**src/rtl/twiddle_gen_if.sv**
```systemverilog
// Twiddle generator handshake bundle: index request in, complex twiddle out.
// The inv signal exists only when TWIDDLE_GEN_INV_EN is defined.
interface twiddle_gen_if #(
    parameter int LOG_N    = 7,
    parameter int TW_WIDTH = 16
);
    logic                en;
    logic                in_valid;
    logic [LOG_N-1:0]    addr;
`ifdef TWIDDLE_GEN_INV_EN
    logic                inv;
`endif
    logic                out_valid;
    logic [TW_WIDTH-1:0] data_r;
    logic [TW_WIDTH-1:0] data_i;

`ifdef TWIDDLE_GEN_INV_EN
    modport master (output en, in_valid, addr, inv, input out_valid, data_r, data_i);
    modport slave  (input en, in_valid, addr, inv, output out_valid, data_r, data_i);
`else
    modport master (output en, in_valid, addr, input out_valid, data_r, data_i);
    modport slave  (input en, in_valid, addr, output out_valid, data_r, data_i);
`endif
endinterface

```
**src/rtl/twiddle_gen.sv**
```systemverilog
// twiddle_gen: W_N^n = cos(-2*pi*n/N) + j*sin(-2*pi*n/N) for N = 2^LOG_N.
// Three enabled stages: S1 folds n into quadrant + offset, S2 reads a
// quarter-wave magnitude table twice, S3 restores signs per quadrant.
// The quarter-wave table Q[k] = round(sin(2*pi*k/N) * 2^(TW_WIDTH-1)),
// k = 0..N/4, is computed at elaboration with the same rounding rule the
// table script uses, so no external image file is needed.
// Optional feature macro: TWIDDLE_GEN_INV_EN adds an inv input that selects
// the conjugate (IFFT) twiddle.
module twiddle_gen #(
    parameter int LOG_N    = 7,
    parameter int TW_WIDTH = 16,
    parameter bit ZERO_W0  = 1'b1
) (
    input  logic        clock,
    input  logic        reset,
    twiddle_gen_if.slave bus
);
    localparam int R_W = LOG_N - 2;
    localparam int QTR = 1 << R_W;

    localparam logic [R_W:0]        QTR_IDX  = (R_W + 1)'(QTR);
    localparam logic [TW_WIDTH-1:0] FULL     = TW_WIDTH'(1) << (TW_WIDTH - 1);
    localparam logic [TW_WIDTH-1:0] POS_MAX  = FULL - TW_WIDTH'(1);
    localparam real                 PI       = 3.14159265358979323846;
    localparam real                 SCALE    = 1 << (TW_WIDTH - 1);

    // Quarter-wave magnitude table, constant contents.
    logic [TW_WIDTH-1:0] rom [0:QTR];
    for (genvar k = 0; k <= QTR; k++) begin : g_rom
        localparam int MAG = $rtoi($sin(2.0 * PI * k / (4.0 * QTR)) * SCALE + 0.5);
        assign rom[k] = TW_WIDTH'(MAG);
    end

    logic in_inv;
`ifdef TWIDDLE_GEN_INV_EN
    assign in_inv = bus.inv;
`else
    assign in_inv = 1'b0;
`endif

    // Negation is plain two's complement (0 -> 0, full -> most negative);
    // the positive full-scale magnitude is clipped to the largest code.
    function automatic logic [TW_WIDTH-1:0] apply_sign(
        input logic [TW_WIDTH-1:0] mag,
        input logic                neg
    );
        if (neg)
            return -mag;
        else if (mag == FULL)
            return POS_MAX;
        else
            return mag;
    endfunction

    logic [R_W:0]        s1_a, s1_b;
    logic [1:0]          s1_q;
    logic                s1_zero, s1_inv, s1_valid;

    logic [TW_WIDTH-1:0] s2_mag_a, s2_mag_b;
    logic [1:0]          s2_q;
    logic                s2_zero, s2_inv, s2_valid;

    // S1 fold: quadrant, offset and its mirror within the quadrant.
    always_ff @(posedge clock) begin
        // NOTE: registered state uses non-blocking assignment so every stage
        // samples the previous stage's value from before this clock edge.
        if (reset) begin
            s1_valid <= 1'b0;
        end else if (bus.en) begin
            s1_valid <= bus.in_valid;
            s1_q     <= bus.addr[LOG_N-1 -: 2];
            s1_a     <= {1'b0, bus.addr[R_W-1:0]};
            s1_b     <= QTR_IDX - {1'b0, bus.addr[R_W-1:0]};
            s1_zero  <= (bus.addr == '0);
            s1_inv   <= in_inv;
        end
    end

    // S2 table read: both magnitudes needed by the unfold.
    always_ff @(posedge clock) begin
        // NOTE: only valid bits are reset; the data fields are qualified by
        // them, so leaving them unreset is safe and keeps the datapath lean.
        if (reset) begin
            s2_valid <= 1'b0;
        end else if (bus.en) begin
            s2_valid <= s1_valid;
            s2_mag_a <= rom[s1_a];
            s2_mag_b <= rom[s1_b];
            s2_q     <= s1_q;
            s2_zero  <= s1_zero;
            s2_inv   <= s1_inv;
        end
    end

    logic [TW_WIDTH-1:0] re_mag, im_mag, re_val, im_val;
    logic                re_neg, im_neg;

    // S3 quadrant sign/swap: q0 (+B,-A), q1 (-A,-B), q2 (-B,+A), q3 (+A,+B).
    always_comb begin
        // NOTE: every output of this block is assigned on every pass, which
        // is what keeps it purely combinational (no latch).
        re_mag = s2_q[0] ? s2_mag_a : s2_mag_b;
        im_mag = s2_q[0] ? s2_mag_b : s2_mag_a;
        re_neg = s2_q[1] ^ s2_q[0];
        im_neg = ~s2_q[1] ^ s2_inv;
        re_val = apply_sign(re_mag, re_neg);
        im_val = apply_sign(im_mag, im_neg);
    end

    // S3 output register: data loads only for a valid index.
    always_ff @(posedge clock) begin
        if (reset) begin
            bus.out_valid <= 1'b0;
            bus.data_r    <= '0;
            bus.data_i    <= '0;
        end else if (bus.en) begin
            bus.out_valid <= s2_valid;
            if (s2_valid) begin
                if (ZERO_W0 && s2_zero) begin
                    bus.data_r <= '0;
                    bus.data_i <= '0;
                end else begin
                    bus.data_r <= re_val;
                    bus.data_i <= im_val;
                end
            end
        end
    end
endmodule
```
**src/flat_wrapper.sv**
```systemverilog
// flat-port wrapper written by rule: the top's interface ports become plain ports
module twiddle_gen_flat 
#(
    parameter int LOG_N    = 7,
    parameter int TW_WIDTH = 16,
    parameter bit ZERO_W0  = 1'b1
)
  (clock, reset, bus_en, bus_in_valid, bus_addr, bus_out_valid, bus_data_r, bus_data_i);
  twiddle_gen_if #(.LOG_N(LOG_N), .TW_WIDTH(TW_WIDTH)) bus_i ();
  input  logic clock;
  input  logic reset;
  input wire logic [$bits(bus_i.en)-1:0] bus_en;
  input wire logic [$bits(bus_i.in_valid)-1:0] bus_in_valid;
  input wire logic [$bits(bus_i.addr)-1:0] bus_addr;
  output wire logic [$bits(bus_i.out_valid)-1:0] bus_out_valid;
  output wire logic [$bits(bus_i.data_r)-1:0] bus_data_r;
  output wire logic [$bits(bus_i.data_i)-1:0] bus_data_i;
  assign bus_i.en = bus_en;
  assign bus_i.in_valid = bus_in_valid;
  assign bus_i.addr = bus_addr;
  assign bus_out_valid = bus_i.out_valid;
  assign bus_data_r = bus_i.data_r;
  assign bus_data_i = bus_i.data_i;
  twiddle_gen #(.LOG_N(LOG_N), .TW_WIDTH(TW_WIDTH), .ZERO_W0(ZERO_W0)) u_core (.clock(clock), .reset(reset), .bus(bus_i));
endmodule
```
**config.mk**
```make
export PLATFORM = sky130hd
export DESIGN_NAME = twiddle_gen_flat
export DESIGN_NICKNAME = d
export VERILOG_FILES = /design/src/rtl/twiddle_gen_if.sv /design/src/rtl/twiddle_gen.sv /design/src/flat_wrapper.sv
export SDC_FILE = /design/constraint.sdc
export NUM_CORES = 1
export LEC_CHECK = 0
export CORE_MARGIN = 5
export CORE_UTILIZATION = 60
export CTS_BUF_LIST = sky130_fd_sc_hd__clkbuf_4 sky130_fd_sc_hd__clkbuf_8 sky130_fd_sc_hd__clkbuf_16
export DETAILED_ROUTE_END_ITERATION = 10
export GPL_TIMING_DRIVEN = 0
export HOLD_SLACK_MARGIN = 0.05
export PLACE_DENSITY = 0.83
export REMOVE_ABC_BUFFERS = 1
export SYNTH_ARGS = -nofsm -noshare
export SYNTH_HDL_FRONTEND = slang
export SYNTH_SLANG_ARGS = --single-unit
```
**constraint.sdc**
```tcl
create_clock -name clock -period 5.25 [get_ports clock]
set_input_delay 0.525 -clock clock [delete_from_list [all_inputs] [get_ports clock]]
set_output_delay 0.525 -clock clock [all_outputs]
set_load 0.005 [all_outputs]
```
==> results.sh <==
export IMPL_endpoint_kind="flip-flop"
export IMPL_synthDistinctLibCells=73
export IMPL_grt_pass1_vias=4921
export IMPL_die_h_microns=110.2
export IMPL_status="complete, no violations"
export IMPL_grt_busiest_layer="met2"
export IMPL_clock_sink_count=82
export IMPL_grt_total_usage_pct=25.22
export IMPL_arrival_ns=4.05
export IMPL_start_kind="flip-flop"
export IMPL_n_fill_cell=778
export IMPL_finalSetupViolations=0
export IMPL_port_buffers=43
export IMPL_syn_inst=692
export IMPL_htree_levels=3
export IMPL_crit_fanout=29
export IMPL_critPathKind="flip-flop to flip-flop"
export IMPL_fin_cells=839
export IMPL_met3_usage_pct=3.902
export IMPL_syn_area_per_cell_sq_um=8.702
export IMPL_fin_ws_ns=1.482
export IMPL_path_delay_family="simple AND/OR/NAND/NOR gates"
export IMPL_antenna_found_initial=0
export IMPL_die_w_microns=110.2
export IMPL_vias=5379
export IMPL_wirelength_microns=14780
export IMPL_place_area_sq_mm=0.006539
export IMPL_synth_xor_area_share_pct=2.763
export IMPL_clk_pin_slew_worst_paths_ns=0.08
export IMPL_multi_input_area_sq_mm=0.003672
export IMPL_synth_compound_area_share_pct=21.55
export IMPL_synth_top_family_by_area="compound AO/OA/AOI/OAI gates"
export IMPL_met2_usage_pct=41.33
export IMPL_dp_hpwl_microns=10620
export IMPL_yosysTopAreaCell="edfxtp_1"
export IMPL_clockBufferDepth=2
export IMPL_total_power_mw=1.444
export IMPL_grt_met1_usage_pct=33.43
export IMPL_post_cts_resized=0
export IMPL_dp_cells=823
export IMPL_fmax_ghz=0.2654
export IMPL_post_cts_setup_buffer_count=0
export IMPL_synth_simple_area_share_pct=21.25
export IMPL_die_area_sq_mm=0.01214
export IMPL_synth_fa_ha_area_share_pct=5.818
export IMPL_drtIter0Drc=430
export IMPL_path_buf_inv=1
export IMPL_wl_per_cell_microns=17.61
export IMPL_post_route_period_util_pct=71.76
export IMPL_holdWs_ns=0.4229
export IMPL_p_leak_nw=2.343
export IMPL_worst_slew_pin_slew_ns=1.206
export IMPL_ant_nets=0
export IMPL_cts_tree="yes"
export IMPL_slew_viol_final=0
export IMPL_initial_core_util_pct=61.61
export IMPL_seq_area_frac_synth_pct=35.07
export IMPL_gp_congestion=0.9030
export IMPL_cts_buffers=9
export IMPL_synth_area_sq_mm=0.006022
export IMPL_critPathRequiredTime_ns=5.53
export IMPL_max_stage_delay_ns=0.88
export IMPL_firstDrtPassIters=4
export IMPL_path_cells="buf_16 > mux2i_1 > ha_1 > nor4b_1 > nand4b_1 > o31ai_4 > a21boi_1 > o31ai_1"
export IMPL_synthTopCellsByCount="nand2_1 (71), nor2_1 (53), o21ai_0 (53), edfxtp_1 (47), a21oi_1 (39)"
export IMPL_syn2layout_area_growth_pct=11.43
export IMPL_num_nets_final=740
export IMPL_post_place_ws_ns=1.650
export IMPL_yosysTopAreaCellShare_pct=23.44
export IMPL_ys_top_cells_by_area="edfxtp_1 (23%), dfxtp_1 (12%), mux2i_1 (6.0%), ha_1 (5.8%), nand2_1 (4.4%)"
export IMPL_fin_tns_setup_ns=0
export IMPL_regArea_sq_mm=0.002112
export IMPL_synth_top_flop_cell="edfxtp_1"
export IMPL_cts_root_buf="clkbuf_8"
export IMPL_drc=0
export IMPL_grt_pass1_wl_microns=24160
export IMPL_grt_max_degree=41
export IMPL_drive_gt1_share_pct=7.649
export IMPL_max_cap_viol_count=0
export IMPL_hp_class="flip-flop to flip-flop"
export IMPL_antenna_cells=0
export IMPL_ys_warn_count=0
export IMPL_async_flop_share_pct=0
export IMPL_period_minus_slack_ns=3.768
export IMPL_peakVddDrop_mv=0.1308
export IMPL_via_per_inst=6.411
export IMPL_pwr_density_cell_mw_per_mm2=215.2
export IMPL_yosysMostFrequentCell="nand2_1"
export IMPL_clock_latency_ns=0.37
export IMPL_gr_total_overflow=0
export IMPL_slowest_stage="edfxtp_1"
export IMPL_row_count=36
export IMPL_rsz0062_at_grt="no"
export IMPL_utilization_pct=68.65
export IMPL_design_area_sq_mm=0.006710
export IMPL_ys_ff_latch=82
export IMPL_ctsHoldBuffers=0
export IMPL_finalHoldViolCount=0
export IMPL_io_pins=44
export IMPL_core_area_sq_mm=0.009774
export IMPL_muxShareOfSynthArea_pct=9.163
export IMPL_fin_skew_ns=0.01441
export IMPL_slew_limit_headroom_pct=19.62
export IMPL_synth_edf_count=47
==> flip-flops by register name, summed over array words and instances (netlist names) <==
register,count
u_core.bus.data_i,16
u_core.s2_q,2
u_core.s2_mag_b,16
u_core.s1_b,6
u_core.bus.out_valid,1
u_core.s1_a,4
u_core.s2_zero,1
u_core.s2_mag_a,15
u_core.s1_q,2
u_core.s1_valid,1
u_core.s2_valid,1
u_core.s1_zero,1
u_core.bus.data_r,16
==> final timing paths <==
path	from	endpoint	slack, ns	cells past startpoint
hold / removal	u_core.s1_zero	u_core.s2_zero	0.42	0
hold reg to reg	u_core.s1_zero	u_core.s2_zero	0.42	0
setup reg to reg	u_core.s2_q[0]	u_core.bus.data_r[4]	1.48	8
setup / recovery	u_core.s2_q[0]	u_core.bus.data_r[4]	1.48	8
==> layout by cell type, fill, tap and decap left out, types with 18 or more instances in the layout <==
cell type / Yosys / final
a21oi_1: 39 / 38
clkdlybuf4s50_1: 0 / 43
dfxtp_1: 35 / 35
edfxtp_1: 47 / 47
ha_1: 28 / 28
mux2i_1: 36 / 36
nand2_1: 71 / 71
nor2_1: 53 / 53
nor3_1: 29 / 29
o21ai_0: 53 / 53
o21ai_1: 18 / 18
==> final cells by class <==
cell class / count / share of cell area, %
Timing Repair Buffer: 48 / 7.925
Sequential cell: 82 / 31.47
Clock inverter: 5 / 0.4848
Tap cell: 133 / 2.480
Clock buffer: 11 / 2.070
Inverter: 15 / 0.8391
Multi-Input combinational cell: 545 / 54.73
==> routing by layer <==
| metal | part of all wire [%] | vias up |
|---|---|---|
| met5 | 0 | - |
| met2 | 48 | 207 |
| met1 | 42 | 2527 |
| li1 | - | 2612 |
| met3 | 6.9 | 33 |
| met4 | 2.3 | 0 |
==> logic make-up (layout without fill, tap and decap cells) <==
group / count (synthesis) / after routing
muxes: 50 / 50
xor gates and xnor gates: 19 / 19
buffers and inverters: 65 / 79
AOI/OAI and AO/OA: 201 / 201
adders and majority gates: 28 / 28
DFF: 82 / 82
and+or+nand+nor: 247 / 247
==> worst register-to-register path, delay by kind of cell, from the launching register on <==
kind | cells | cell delay (ns)
muxes | 1 | 0.35
DFF | 1 | 0.88
adders and majority gates | 1 | 0.27
AOI/OAI and AO/OA | 3 | 0.87
buffers and inverters | 1 | 0.27
and+or+nand+nor | 2 | 1.06
==> where the power goes <==
group	total, mW	internal, mW	switching [mW]
Combinational	0.259	0.117	0.143
Clock	0.415	0.181	0.235
Sequential	0.769	0.706	0.0630
No activity file was read; power rests on OpenSTA's default activity.
